**src/rtl/or_window_accum.sv**
```systemverilog
// Windowed sticky-OR collector: ORs accepted beats together and emits one word per WINDOW beats or per flush.
// Optional feature macro: OR_ACCUM_PARITY_EN adds out_parity = ^O, registered with O.
module or_window_accum #(
    parameter int  WIDTH  = 4,
    parameter int  WINDOW = 8,
    localparam int CW     = $clog2(WINDOW + 1)
) (
    input  logic             CLK,
    input  logic             ASYNCRESET,
    input  logic [WIDTH-1:0] I,
    input  logic             in_valid,
    output logic             in_ready,
    input  logic             flush,
    output logic [WIDTH-1:0] O,
    output logic [CW-1:0]    out_count,
    output logic             out_partial,
    output logic             out_valid,
    input  logic             out_ready
`ifdef OR_ACCUM_PARITY_EN
    ,
    output logic             out_parity
`endif
);

    typedef enum logic [1:0] {
        ST_EMPTY   = 2'd0,
        ST_FILLING = 2'd1,
        ST_STALLED = 2'd2
    } acc_state_e;

    localparam logic [CW-1:0] CNT_LAST = CW'(WINDOW - 1);
    localparam logic [CW-1:0] CNT_FULL = CW'(WINDOW);

`ifdef OR_ACCUM_PARITY_EN
    function automatic logic parity_f(input logic [WIDTH-1:0] d);
        return ^d;
    endfunction
`endif

    logic [WIDTH-1:0] acc_q, acc_d;
    logic [CW-1:0]    cnt_q, cnt_d;
    logic [WIDTH-1:0] o_q, o_d;
    logic [CW-1:0]    out_count_q, out_count_d;
    logic             out_partial_q, out_partial_d;
    logic             out_valid_q, out_valid_d;
`ifdef OR_ACCUM_PARITY_EN
    logic             out_parity_q, out_parity_d;
`endif

    acc_state_e       state_s;
    logic             accept_s;
    logic [WIDTH-1:0] nacc_s;
    logic [CW-1:0]    ncnt_s;
    logic             slot_free_s;
    logic             full_close_s;
    logic             flush_close_s;

    // State decode from the count and the output slot; STALLED wins when WINDOW==1 overlaps EMPTY.
    always_comb begin
        state_s = ST_EMPTY;
        if (out_valid_q && (cnt_q == CNT_LAST)) begin
            state_s = ST_STALLED;
        end else if (cnt_q != {CW{1'b0}}) begin
            state_s = ST_FILLING;
        end else begin
            state_s = ST_EMPTY;
        end
    end

    assign in_ready = (state_s != ST_STALLED);

    // Next-state: accumulate, close on a full window or on flush, drain the output slot.
    always_comb begin
        accept_s      = in_valid && in_ready;
        nacc_s        = acc_q | (accept_s ? I : {WIDTH{1'b0}});
        ncnt_s        = cnt_q + CW'(accept_s);
        slot_free_s   = !out_valid_q || out_ready;
        full_close_s  = accept_s && (ncnt_s == CNT_FULL);
        flush_close_s = flush && (ncnt_s != {CW{1'b0}}) && slot_free_s && !full_close_s;

        acc_d         = nacc_s;
        cnt_d         = ncnt_s;
        o_d           = o_q;
        out_count_d   = out_count_q;
        out_partial_d = out_partial_q;
        out_valid_d   = out_valid_q && !out_ready;
`ifdef OR_ACCUM_PARITY_EN
        out_parity_d  = out_parity_q;
`endif

        if (full_close_s || flush_close_s) begin
            acc_d         = {WIDTH{1'b0}};
            cnt_d         = {CW{1'b0}};
            o_d           = nacc_s;
            out_count_d   = full_close_s ? CNT_FULL : ncnt_s;
            out_partial_d = !full_close_s;
            out_valid_d   = 1'b1;
`ifdef OR_ACCUM_PARITY_EN
            out_parity_d  = parity_f(nacc_s);
`endif
        end else begin
            acc_d = nacc_s;
            cnt_d = ncnt_s;
        end
    end

    // State and output registers with asynchronous clear.
    always_ff @(posedge CLK or posedge ASYNCRESET) begin
        if (ASYNCRESET) begin
            acc_q         <= {WIDTH{1'b0}};
            cnt_q         <= {CW{1'b0}};
            o_q           <= {WIDTH{1'b0}};
            out_count_q   <= {CW{1'b0}};
            out_partial_q <= 1'b0;
            out_valid_q   <= 1'b0;
`ifdef OR_ACCUM_PARITY_EN
            out_parity_q  <= 1'b0;
`endif
        end else begin
            acc_q         <= acc_d;
            cnt_q         <= cnt_d;
            o_q           <= o_d;
            out_count_q   <= out_count_d;
            out_partial_q <= out_partial_d;
            out_valid_q   <= out_valid_d;
`ifdef OR_ACCUM_PARITY_EN
            out_parity_q  <= out_parity_d;
`endif
        end
    end

    assign O           = o_q;
    assign out_count   = out_count_q;
    assign out_partial = out_partial_q;
    assign out_valid   = out_valid_q;
`ifdef OR_ACCUM_PARITY_EN
    assign out_parity  = out_parity_q;
`endif

endmodule

```
**config.mk**
```make
export PLATFORM = sky130hd
export DESIGN_NAME = or_window_accum
export DESIGN_NICKNAME = d
export VERILOG_FILES = /design/src/rtl/or_window_accum.sv
export SDC_FILE = /design/constraint.sdc
export NUM_CORES = 1
export LEC_CHECK = 0
export ABC_CLOCK_PERIOD_IN_PS = 2400
export BUFFER_PORTS_ARGS = -buffer_cell sky130_fd_sc_hd__buf_4
export CAP_MARGIN = 40
export CORE_UTILIZATION = 45
export DETAILED_ROUTE_END_ITERATION = 16
export PLACE_DENSITY = 0.77
export RECOVER_POWER = 50
export SLEW_MARGIN = 20
export SYNTH_ARGS = -nofsm -noshare
export SYNTH_HDL_FRONTEND = slang
export SYNTH_SLANG_ARGS = --single-unit
```
**constraint.sdc**
```tcl
create_clock -name CLK -period 2.4 [get_ports CLK]
set_input_delay 0.12 -clock CLK [delete_from_list [all_inputs] [get_ports CLK]]
set_output_delay 0.12 -clock CLK [all_outputs]
set_load 0.05 [all_outputs]
```
==> out/qor.yml <==
layout:
  fin_cells: 118
  antenna_cells: 0
  post-route-util: 0.700
  areaGrowthSynthToFinish_pct: 38.3
  final_common_cell: "dfrtp_1"
  register_area_um2: 452
  nNetsFinal: 106
  multi_input_area_um2: 404
  fillCellCount: 135
  layout_common_cells: "17 x dfrtp_1, 14 x buf_4, 10 x clkbuf_1"
  drive_gt1_frac: 0.457
synth:
  synth-xor-area-share: 0.0217
  synth_top_family_by_area: "compound AO/OA/AOI/OAI gates"
  synth_fa_ha_area_frac: 0.0310
  syn_inst: 62
  synth_compound_area_frac: 0.158
  syn_nets: 73
  syn_avg_cell_area_um2: 13.0
  yosys_warnings: 0
  synth_seq_area_share: 0.558
  ys_ff_latch: 18
  synth_cell_types: 21
  synthSimpleGateAreaFrac: 0.136
  synthMuxAreaShare: 0.0806
  syn_area_um2: 807
critical_path:
  r2r_end: "O[1]"
  crit_fanout: 6
  max_stage_delay_ps: 420
  reg2reg_slack_ps: 100
  crit_path_end_kind: "flip-flop"
  cp_cell_sequence: "nand2_1 -> o31a_4 -> ha_4 -> ha_4 -> xor2_4 -> nor3_4 -> a21oi_4 -> a21oi_4 -> mux2_4"
  startpoint_type: "flip-flop"
  timing.rr.start: "cnt_q[1]"
  crit_end: "O[1]"
  cp.required_ps: 2580
  worstRegToRegCells: 9
  cp_slowest_cell: "dfrtp_1"
  startpoint: "cnt_q[1]"
  arrival_ps: 2480
  crit_type: "flip-flop to flip-flop"
drt:
  drcViolationCount: 0
  drtIter0Drc: 6
  vias: 574
  drt_first_pass_iters: 4
  avgRoutedWirePerCell_um: 13.3
  vias_per_cell: 4.86
  final_antenna_net_count: 0
  wirelength_um: 1560
cts:
  cts_tree: "done"
  clock_sinks: 18
  cts_max_path_buffers: 2
  numCtsBuffers: 3
  clk_pin_slew_worst_paths_ps: 100
  insertion_delay_ps: 290
  cts_root_buffer: "clkbuf_4"
  h-tree-depth: 1
place:
  io_buffers: 19
  hpwl_um: 1190
  gp_congestion: 0.679
  placedCellCount: 110
sta:
  skew_ps: 10.1
  holdWs_ps: 68.6
  drv_slew: 0
  tightest_slew_ps: 686
  slew_headroom: 0.542
  setup_viol: 0
  finalHoldViolCount: 0
  clock.fmax_ghz: 0.434
  rsz0062_at_grt: "true"
  min_period_ps: 2300
  fin_crit_sh: 0.959
global_route:
  antenna_found_initial: 0
  grt_pass1_vias: 602
  overflow: 0
  track_usage: 0.201
  grt_pass1_wl_um: 2750
  grt_max_degree: 19
pwr:
  powerDensity_nw_per_um2: 1320
  ir_drop_v: 0.000791
  p_leak_nw: 0.511
  finalPower_w: 0.00147
floorplanning:
  dieHeight_um: 44.4
  initial_core_util: 0.506
  ios: 20
  die_w_um: 44.4
  rows: 14
  die_area_um2: 1970
  core-area_um2: 1590
outcome:
  status: "completed"
job:
  max_cap_violations: 0
min_path:
  whs_path_depth: 3
  hold_class: "primary input to flip-flop"
## metrics by stage
| step | setup TNS (ps) | setup WS [ps] | instance area, um2 |
|---|---|---|---|
| after CTS | 0 | 43.3 | 1100 |
| final | 0 | 97.8 | 1120 |
| after detailed placement | 0 | 63.3 | 1050 |
| after global placement | 0 | 152 | 1050 |
| after global routing | 0 | 6.35 | 1120 |
| after floorplan | -456 | -152 | 843 |
## flip-flops by register name, summed over array words and instances, names as in the netlist
| name | count |
|---|---|
| cnt_q | 4 |
| acc_q | 4 |
| O | 4 |
| out_valid | 1 |
| out_count | 4 |
| out_partial | 1 |
## metal layers
layer	wire [um]	global-route usage	share of wire
met1	639	0.245	0.41
met2	824	0.344	0.53
met3	68	0.0367	0.043
met4	31	0.0909	0.020
met5	0	0	0
## worst min path at each step
stage,start,end,slack (ps)
finish,I[3],acc_q[3],70
global route,out_ready,out_valid,80
CTS,I[3],acc_q[3],70
detailed placement,ASYNCRESET,acc_q[2],260
global placement,ASYNCRESET,acc_q[2],250
floorplan,ASYNCRESET,O[0],60
## cells by family (layout without fill, tap and decap cells)
family,Yosys count,after routing
multiplexers,5,5
AND/OR/NAND/NOR,18,18
AO/OA/AOI/OAI,14,14
flip-flops,18,18
XOR/XNOR,2,2
adder cells (fa/ha/maj),2,2
buffers and inverters,3,35
## cell usage after synthesis, drive strengths merged
cell type | instances | area share
a21o | 3 | 0.033
a21oi | 5 | 0.059
a22o | 2 | 0.022
and2 | 6 | 0.053
dfrtp | 18 | 0.56
ha | 2 | 0.031
inv | 3 | 0.014
mux2 | 3 | 0.056
mux2i | 2 | 0.025
nand2 | 5 | 0.023
nand3 | 1 | 0.0062
nor2 | 3 | 0.014
nor3 | 1 | 0.020
o21ai | 2 | 0.012
o22a | 1 | 0.011
o31a | 1 | 0.022
or2b | 1 | 0.011
or3 | 1 | 0.0093
xor2 | 2 | 0.022
## power by group
group | switching (W) | internal (W)
clock | 0.0000907 | 0.0000924
sequential | 0.0000619 | 0.000415
combinational | 0.000483 | 0.000325
## cell type report
type,instances,share of cell area
Inverter,3,0.0101
Sequential cell,18,0.405
Clock buffer,4,0.0325
Tap cell,24,0.0269
Timing Repair Buffer,28,0.164
Multi-Input combinational cell,41,0.362
## worst max-delay path, delay by kind of cell, from the launching register on
kind                       cells  cell delay [ps]
AOI/OAI and AO/OA              3              670
DFF                            1              420
adders and majority gates      2              340
muxes                          1              330
and+or+nand+nor                2              270
xor gates and xnor gates       1              160
## what timing repair did
item / CTS / global route
hold buffers: 1 / 0
endpoints found under the hold margin: 18 / 0
endpoints found under the setup margin: 0 / 2
buffers inserted: 0 / 3
gates resized for setup: 0 / 5
Power figures use the tool's default switching activity.
